<file path="src/rtl/mem_data_lsu_pkg.sv">
// Shared types and helpers for the MEM-stage load/store unit.
// Holds the funct3 access codes, FSM states and the access-legality check.
package mem_data_lsu_pkg;

  localparam int XLEN       = 32;
  localparam int ADDRESSLEN = 32;

  localparam logic [2:0] LSU_B  = 3'b000;
  localparam logic [2:0] LSU_H  = 3'b001;
  localparam logic [2:0] LSU_W  = 3'b010;
  localparam logic [2:0] LSU_BU = 3'b100;
  localparam logic [2:0] LSU_HU = 3'b101;

  typedef enum logic [1:0] {
    IDLE = 2'b00,
    RD   = 2'b01,
    WR   = 2'b10,
    RESP = 2'b11
  } lsu_state_e;

  // Misaligned halves/words, unsigned stores and unused codes are all faults.
  function automatic logic lsuFault(input logic write, input logic [2:0] funct3,
                                    input logic [1:0] lane);
    logic f;
    case (funct3)
      LSU_B:   f = 1'b0;
      LSU_BU:  f = write;
      LSU_H:   f = lane[0];
      LSU_HU:  f = lane[0] | write;
      LSU_W:   f = (lane != 2'b00);
      default: f = 1'b1;
    endcase
    return f;
  endfunction

endpackage

</file>
<file path="src/rtl/mem_data_lsu_if.sv">
// Request/response handshake plus word-memory port bundle for the LSU.
// master = core MEM stage, slave = LSU, memory = memData responder.
interface mem_data_lsu_if;
  import mem_data_lsu_pkg::*;

  logic                  req_valid;
  logic                  req_ready;
  logic                  req_write;
  logic [2:0]            req_funct3;
  logic [ADDRESSLEN-1:0] req_addr;
  logic [XLEN-1:0]       req_wdata;
  logic                  resp_valid;
  logic [XLEN-1:0]       resp_rdata;
  logic                  resp_fault;
  logic [ADDRESSLEN-1:0] mem_readAddress;
  logic [ADDRESSLEN-1:0] mem_writeAddress;
  logic [XLEN-1:0]       mem_data;
  logic                  mem_readEnabled;
  logic                  mem_writeEnabled;
  logic [XLEN-1:0]       mem_out;

  modport master (
    output req_valid, req_write, req_funct3, req_addr, req_wdata,
    input  req_ready, resp_valid, resp_rdata, resp_fault
  );

  modport slave (
    input  req_valid, req_write, req_funct3, req_addr, req_wdata, mem_out,
    output req_ready, resp_valid, resp_rdata, resp_fault,
    output mem_readAddress, mem_writeAddress, mem_data, mem_readEnabled, mem_writeEnabled
  );

  modport memory (
    input  mem_readAddress, mem_writeAddress, mem_data, mem_readEnabled, mem_writeEnabled,
    output mem_out
  );

endinterface

</file>
<file path="src/rtl/mem_data_lsu_align.sv">
// Byte-lane steering: extends sub-word loads and merges sub-word stores
// into a full memory word.
module mem_data_lsu_align
  import mem_data_lsu_pkg::*;
(
  input  logic [2:0]      funct3_i,
  input  logic [1:0]      lane_i,
  input  logic [XLEN-1:0] word_i,
  input  logic [XLEN-1:0] wdata_i,
  output logic [XLEN-1:0] load_o,
  output logic [XLEN-1:0] store_o
);

  logic [7:0]  byteSel;
  logic [15:0] halfSel;

  always_comb begin
    byteSel = word_i[8*lane_i +: 8];
    halfSel = word_i[16*lane_i[1] +: 16];

    case (funct3_i)
      LSU_B:   load_o = {{24{byteSel[7]}}, byteSel};
      LSU_BU:  load_o = {24'h0, byteSel};
      LSU_H:   load_o = {{16{halfSel[15]}}, halfSel};
      LSU_HU:  load_o = {16'h0, halfSel};
      default: load_o = word_i;
    endcase

    // Untouched lanes keep the word read back in the RD cycle.
    store_o = word_i;
    case (funct3_i)
      LSU_B:   store_o[8*lane_i +: 8]      = wdata_i[7:0];
      LSU_H:   store_o[16*lane_i[1] +: 16] = wdata_i[15:0];
      LSU_W:   store_o                     = wdata_i;
      default: store_o                     = word_i;
    endcase
  end

endmodule

</file>
<file path="src/rtl/mem_data_lsu.sv">
// Load/store initiator between the MEM stage and the word-addressed data memory.
// One request in flight; sub-word stores go through a read-modify-write.
module mem_data_lsu
  import mem_data_lsu_pkg::*;
(
  input  logic           clk,
  input  logic           reset,
  mem_data_lsu_if.slave  bus
);

  lsu_state_e            state_q;
  logic                  write_q;
  logic [2:0]            funct3_q;
  logic [ADDRESSLEN-1:0] addr_q;
  logic [XLEN-1:0]       wdata_q;
  logic [XLEN-1:0]       word_q;
  logic                  readEn_q;
  logic                  writeEn_q;
  logic                  respValid_q;
  logic                  respFault_q;
  logic [XLEN-1:0]       respRdata_q;

  logic                  acceptReq;
  logic                  reqFault;
  logic [XLEN-1:0]       alignWord;
  logic [XLEN-1:0]       loadData;
  logic [XLEN-1:0]       storeWord;

  assign bus.req_ready = (state_q == IDLE) && !reset;
  assign acceptReq     = bus.req_valid && bus.req_ready;
  assign reqFault      = lsuFault(bus.req_write, bus.req_funct3, bus.req_addr[1:0]);

  // Loads extract straight from the memory word; stores merge into the captured copy.
  assign alignWord = (state_q == RD) ? bus.mem_out : word_q;

  mem_data_lsu_align u_align (
    .funct3_i (funct3_q),
    .lane_i   (addr_q[1:0]),
    .word_i   (alignWord),
    .wdata_i  (wdata_q),
    .load_o   (loadData),
    .store_o  (storeWord)
  );

  always_ff @(posedge clk) begin
    if (reset) begin
      state_q     <= IDLE;
      write_q     <= 1'b0;
      funct3_q    <= 3'b000;
      addr_q      <= '0;
      wdata_q     <= '0;
      word_q      <= '0;
      readEn_q    <= 1'b0;
      writeEn_q   <= 1'b0;
      respValid_q <= 1'b0;
      respFault_q <= 1'b0;
      respRdata_q <= '0;
    end else begin
      respValid_q <= 1'b0;
      readEn_q    <= 1'b0;
      writeEn_q   <= 1'b0;
      case (state_q)
        IDLE: begin
          if (acceptReq) begin
            write_q  <= bus.req_write;
            funct3_q <= bus.req_funct3;
            addr_q   <= bus.req_addr;
            wdata_q  <= bus.req_wdata;
            if (reqFault) begin
              state_q     <= RESP;
              respValid_q <= 1'b1;
              respFault_q <= 1'b1;
              respRdata_q <= '0;
            end else if (bus.req_write && bus.req_funct3 == LSU_W) begin
              state_q   <= WR;
              writeEn_q <= 1'b1;
            end else begin
              state_q  <= RD;
              readEn_q <= 1'b1;
            end
          end
        end
        RD: begin
          word_q <= bus.mem_out;
          if (write_q) begin
            state_q   <= WR;
            writeEn_q <= 1'b1;
          end else begin
            state_q     <= RESP;
            respValid_q <= 1'b1;
            respFault_q <= 1'b0;
            respRdata_q <= loadData;
          end
        end
        WR: begin
          state_q     <= RESP;
          respValid_q <= 1'b1;
          respFault_q <= 1'b0;
          respRdata_q <= '0;
        end
        default: state_q <= IDLE;
      endcase
    end
  end

  assign bus.resp_valid       = respValid_q;
  assign bus.resp_rdata       = respRdata_q;
  assign bus.resp_fault       = respFault_q;
  assign bus.mem_readAddress  = {addr_q[ADDRESSLEN-1:2], 2'b00};
  assign bus.mem_writeAddress = {addr_q[ADDRESSLEN-1:2], 2'b00};
  assign bus.mem_data         = storeWord;
  assign bus.mem_readEnabled  = readEn_q && !reset;
  assign bus.mem_writeEnabled = writeEn_q && !reset;

endmodule

</file>
<file path="src/flat_wrapper.sv">
// flat-port wrapper written by rule: the top's interface ports become plain ports
module mem_data_lsu_flat import mem_data_lsu_pkg::*;
  (clk, reset, bus_req_valid, bus_req_write, bus_req_funct3, bus_req_addr, bus_req_wdata, bus_mem_out, bus_req_ready, bus_resp_valid, bus_resp_rdata, bus_resp_fault, bus_mem_readAddress, bus_mem_writeAddress, bus_mem_data, bus_mem_readEnabled, bus_mem_writeEnabled);
  mem_data_lsu_if bus_i ();
  input  logic clk;
  input  logic reset;
  input wire logic [$bits(bus_i.req_valid)-1:0] bus_req_valid;
  input wire logic [$bits(bus_i.req_write)-1:0] bus_req_write;
  input wire logic [$bits(bus_i.req_funct3)-1:0] bus_req_funct3;
  input wire logic [$bits(bus_i.req_addr)-1:0] bus_req_addr;
  input wire logic [$bits(bus_i.req_wdata)-1:0] bus_req_wdata;
  input wire logic [$bits(bus_i.mem_out)-1:0] bus_mem_out;
  output wire logic [$bits(bus_i.req_ready)-1:0] bus_req_ready;
  output wire logic [$bits(bus_i.resp_valid)-1:0] bus_resp_valid;
  output wire logic [$bits(bus_i.resp_rdata)-1:0] bus_resp_rdata;
  output wire logic [$bits(bus_i.resp_fault)-1:0] bus_resp_fault;
  output wire logic [$bits(bus_i.mem_readAddress)-1:0] bus_mem_readAddress;
  output wire logic [$bits(bus_i.mem_writeAddress)-1:0] bus_mem_writeAddress;
  output wire logic [$bits(bus_i.mem_data)-1:0] bus_mem_data;
  output wire logic [$bits(bus_i.mem_readEnabled)-1:0] bus_mem_readEnabled;
  output wire logic [$bits(bus_i.mem_writeEnabled)-1:0] bus_mem_writeEnabled;
  assign bus_i.req_valid = bus_req_valid;
  assign bus_i.req_write = bus_req_write;
  assign bus_i.req_funct3 = bus_req_funct3;
  assign bus_i.req_addr = bus_req_addr;
  assign bus_i.req_wdata = bus_req_wdata;
  assign bus_i.mem_out = bus_mem_out;
  assign bus_req_ready = bus_i.req_ready;
  assign bus_resp_valid = bus_i.resp_valid;
  assign bus_resp_rdata = bus_i.resp_rdata;
  assign bus_resp_fault = bus_i.resp_fault;
  assign bus_mem_readAddress = bus_i.mem_readAddress;
  assign bus_mem_writeAddress = bus_i.mem_writeAddress;
  assign bus_mem_data = bus_i.mem_data;
  assign bus_mem_readEnabled = bus_i.mem_readEnabled;
  assign bus_mem_writeEnabled = bus_i.mem_writeEnabled;
  mem_data_lsu u_core (.clk(clk), .reset(reset), .bus(bus_i));
endmodule
</file>
<file path="config.mk">
export PLATFORM = sky130hd
export DESIGN_NAME = mem_data_lsu_flat
export DESIGN_NICKNAME = d
export VERILOG_FILES = /design/src/rtl/mem_data_lsu_pkg.sv /design/src/rtl/mem_data_lsu_if.sv /design/src/rtl/mem_data_lsu_align.sv /design/src/rtl/mem_data_lsu.sv /design/src/flat_wrapper.sv
export SDC_FILE = /design/constraint.sdc
export NUM_CORES = 1
export LEC_CHECK = 0
export BUFFER_PORTS_ARGS = -buffer_cell sky130_fd_sc_hd__buf_2
export CORE_MARGIN = 2
export CORE_UTILIZATION = 45
export DETAILED_ROUTE_END_ITERATION = 10
export GPL_TIMING_DRIVEN = 0
export PLACE_DENSITY = 0.78
export SETUP_SLACK_MARGIN = 0.05
export SLEW_MARGIN = 20
export SYNTH_ARGS = -nofsm -noshare
export SYNTH_HDL_FRONTEND = slang
export SYNTH_HIERARCHICAL = 1
export SYNTH_SLANG_ARGS = --single-unit
</file>
<file path="constraint.sdc">
create_clock -name clk -period 4.45 [get_ports clk]
set_clock_uncertainty 0.05 [all_clocks]
set_input_delay 0.445 -clock clk [delete_from_list [all_inputs] [get_ports clk]]
set_output_delay 0.445 -clock clk [all_outputs]
set_load 0.01 [all_outputs]
</file>
==> results.py <==
metrics = {
    "drt": {
        "dr.max_layer_used": "met5",
        "met3_length_um": 2129,
        "wire_per_inst_um": 16.97,
        "drcViolationCount": 0,
        "dr.pass1.iters": 7,
        "finalWirelength_um": 24130,
        "via_per_inst": 5.364,
        "drtIter0Drc": 794,
        "met1_length_um": 9986,
        "num_vias": 7628,
        "ant_nets": 0,
        "wl_met2_um": 11340,
    },
    "worst_hold_path": {
        "hold_class": "in2reg",
        "worstHoldStart": "bus_req_addr[8]",
        "hold_end": "u_core/addr_q[8]$_SDFFE_PP0P_",
        "hold_depth": 3,
    },
    "power_and_ir_drop": {
        "p_leak_nw": 4.553,
        "power_density_mw_per_mm2": 582.0,
        "ir_worst_vdd_v": 0.0003049,
    },
    "worst_setup_path": {
        "cp_slowest_stage_delay_ps": 480,
        "crit_path_start": "u_core/addr_q[1]$_SDFFE_PP0P_",
        "crit_arrival_ps": 3040,
        "rrSetupSlack_ps": 1170,
        "reg2reg_depth": 11,
        "crit_fanout": 10,
        "crit_type": "reg2out",
        "reg2reg_to": "u_core/bus.resp_rdata[12]$_SDFFE_PP0P_",
        "end_kind": "output pin",
        "cp.buffers_inverters": 3,
        "cp_cell_sequence": "buf_6 -> clkinv_1 -> ha_1 -> nor4_1 -> a41oi_1 -> o221ai_1 -> buf_2",
        "crit_slowest_cell": "dfxtp_1",
        "startpoint_type": "flip-flop",
        "reg2reg_from": "u_core/state_q[1]$_SDFFE_PP0N_",
        "crit_required_ps": 3950,
        "crit_family": "compound AO/OA/AOI/OAI gates",
    },
    "clocking": {
        "clk_pin_slew_ps": 60,
        "root_buffer": "clkbuf_16",
        "numClockSinks": 138,
        "postCtsSetupRepairBufs": 0,
        "cts_tree": "done",
        "numCtsBuffers": 17,
        "h-tree-depth": 4,
        "ctsResizeCount": 0,
        "hold_buffers": 0,
        "cts_max_path_buffers": 2,
        "insertion_delay_ps": 420,
    },
    "logic_synthesis": {
        "synth_top_family_by_area": "simple AND/OR/NAND/NOR gates",
        "async_flop_share": 0,
        "synthFlopType": "dfxtp_1",
        "ys_seq_area_frac": 0.3646,
        "synthDistinctLibCells": 59,
        "synth_seq_cells": 138,
        "synthAdderAreaFrac": 0.01651,
        "synth_simple_gate_area_frac": 0.2637,
        "syn_area_mm2": 0.007577,
        "synth.mux.area_fraction": 0.05746,
        "yosys_warnings": 6,
        "synthCells": 937,
        "syn_avg_cell_area_um2": 8.087,
        "synth-compound-area-share": 0.1617,
        "synthXorXnorAreaFrac": 0,
        "synth_edf_count": 0,
    },
    "layout": {
        "postLayoutCoreUtil": 0.5814,
        "layout.nets": 1302,
        "layoutNonFillerInstCount": 1422,
        "area_growth_pct": 26.80,
        "layout-drive-gt1-share": 0.3253,
        "diodes": 0,
    },
    "global_routing": {
        "grt_use_total": 0.2620,
        "grt_overflow": 0,
        "grt_max_degree": 17,
        "antenna_found_initial": 1,
        "grt_pass1_vias": 6913,
        "grt_pass1_wl_um": 36550,
    },
    "flow_run": {
        "drv_cap": 0,
    },
    "placed_design": {
        "placed_cells": 1390,
        "gp_congestion": 0.9752,
        "io_buffers": 230,
        "hpwl_um": 18550,
    },
    "floorplanning": {
        "initial_core_util": 0.4585,
        "dieArea_mm2": 0.01789,
        "core_area_mm2": 0.01652,
        "rows": 47,
        "chipHeight_um": 133.8,
        "die_w_um": 133.8,
        "ios": 236,
    },
    "timing": {
        "finalCriticalPeriod_ps": 3539,
        "relSlewSlack": 0.5330,
        "hold_viol": 0,
        "fin_setup_tns_ps": 0,
        "worstMarginPinSlew_ps": 696.6,
        "rsz0062_at_grt": "false",
        "max_freq_mhz": 282.6,
        "setup_viol": 0,
        "fin_crit_sh": 0.7953,
        "drv_slew": 0,
    },
    "status": {
        "outcome": "complete, no violations",
    },
}
[registers in the layout, indices dropped and copies added, names as in the netlist]
register and count:
u_core/bus.resp_rdata 32, u_core/state_q 2, u_core/writeEn_q 1, u_core/addr_q 32, u_core/wdata_q 32, u_core/word_q 32
u_core/bus.resp_valid 1, u_core/bus.resp_fault 1, u_core/funct3_q 3, u_core/readEn_q 1, u_core/write_q 1
[per-layer routing]
metal	vias to the layer above	GRT usage
li1	3710	-
met2	395	0.4416
met1	3468	0.3273
met4	2	0.1046
met5	-	0
met3	53	0.05441
[cell families (layout without fill, tap and decap cells)]
logic type,Yosys count,in the layout
mux,37,37
fa+ha+maj,10,10
buf+inv,193,455
simple gates,374,374
compound gates,184,184
flops,138,138
other cells,1,4
[cell usage in the layout, fill, tap and decap left out, drive strengths merged, types with 34 or more instances in the layout]
master / n
a21oi: 49
and2: 34
buf: 323
clkbuf: 75
dfxtp: 138
inv: 49
nand2: 156
nand3: 75
nand4b: 40
o21ai: 51
[how the worst max path moves through the flow]
stage / to / depth (start not counted)
after floorplan: u_core/bus.resp_rdata[10]$_SDFFE_PP0P_ / 11
after CTS: bus_mem_data[18] / 7
after global routing: bus_mem_data[18] / 7
after detailed placement: u_core/bus.resp_rdata[12]$_SDFFE_PP0P_ / 11
after global placement: u_core/bus.resp_rdata[12]$_SDFFE_PP0P_ / 11
final: bus_mem_data[18] / 7
[cell usage after synthesis, types with 3 or more instances]
cell       number  area (um^2)
a21oi_1        47        235.2
a221o_1        19        190.2
a22o_1          6        52.55
a22oi_1        12        90.09
and2_1         34        212.7
buf_1           6        22.52
buf_2          16        80.08
buf_4          67        503.0
buf_6           4        45.04
clkbuf_1       49        183.9
dfxtp_1       138         2763
ha_1           10        125.1
inv_1          48        180.2
mux2_2         32        360.4
mux2i_1         3        30.03
nand2_1       156        585.6
nand2b_1        3        18.77
nand3_1        75        375.4
nand3b_1       16        120.1
nand4b_1       40        350.3
nor2_1          9        33.78
nor2b_1        15        93.84
nor3_1          6        30.03
nor3b_1         3        22.52
nor4_1          3        18.77
o21ai_0        44        220.2
o21ai_1         7        35.03
o21bai_1        4        30.03
o221ai_1       16        140.1
o22ai_1         9        56.30
o2bb2ai_1       3        26.28
or3_1           3        18.77
[cell type report]
type / instances / area, um^2
well taps: 220 / 275.3
repair buffers: 230 / 1151
fillers: 1547 / 6917
plain buffers: 143 / 839.6
flip-flops and latches: 138 / 2763
clock buffers: 25 / 505.5
inverters: 50 / 187.7
clock inverters: 7 / 87.58
multi-input cells: 609 / 3799
[worst register-to-register path, cell delays in order (launching register included)]
cell,delay (ps)
dfxtp_1,340
inv_1,110
ha_1,150
clkbuf_1,250
buf_1,480
mux2_2,470
mux4_2,470
and2_1,170
buf_2,160
a221o_1,290
nand4b_1,120
a21oi_1,70
[through the flow]
stage	cell area (um^2)	power, mW	setup slack, ps	hold slack [ps]
global placement	9015	4.109	1263	389.3
finish	9608	5.592	911.0	153.6
CTS	9608	5.572	986.3	143.0
global route	9608	5.869	778.6	146.0
floorplan	7589	3.326	1668	379.5
detailed placement	9015	4.148	1246	394.1
[power by group]
group / internal (mW) / leakage, nW / switching (mW)
Combinational: 1.08 / 3.13 / 1.45
Clock: 0.896 / 0.293 / 0.516
Sequential: 1.47 / 1.13 / 0.174
Total: 3.45 / 4.55 / 2.14
No activity file was read; power rests on OpenSTA's default activity.
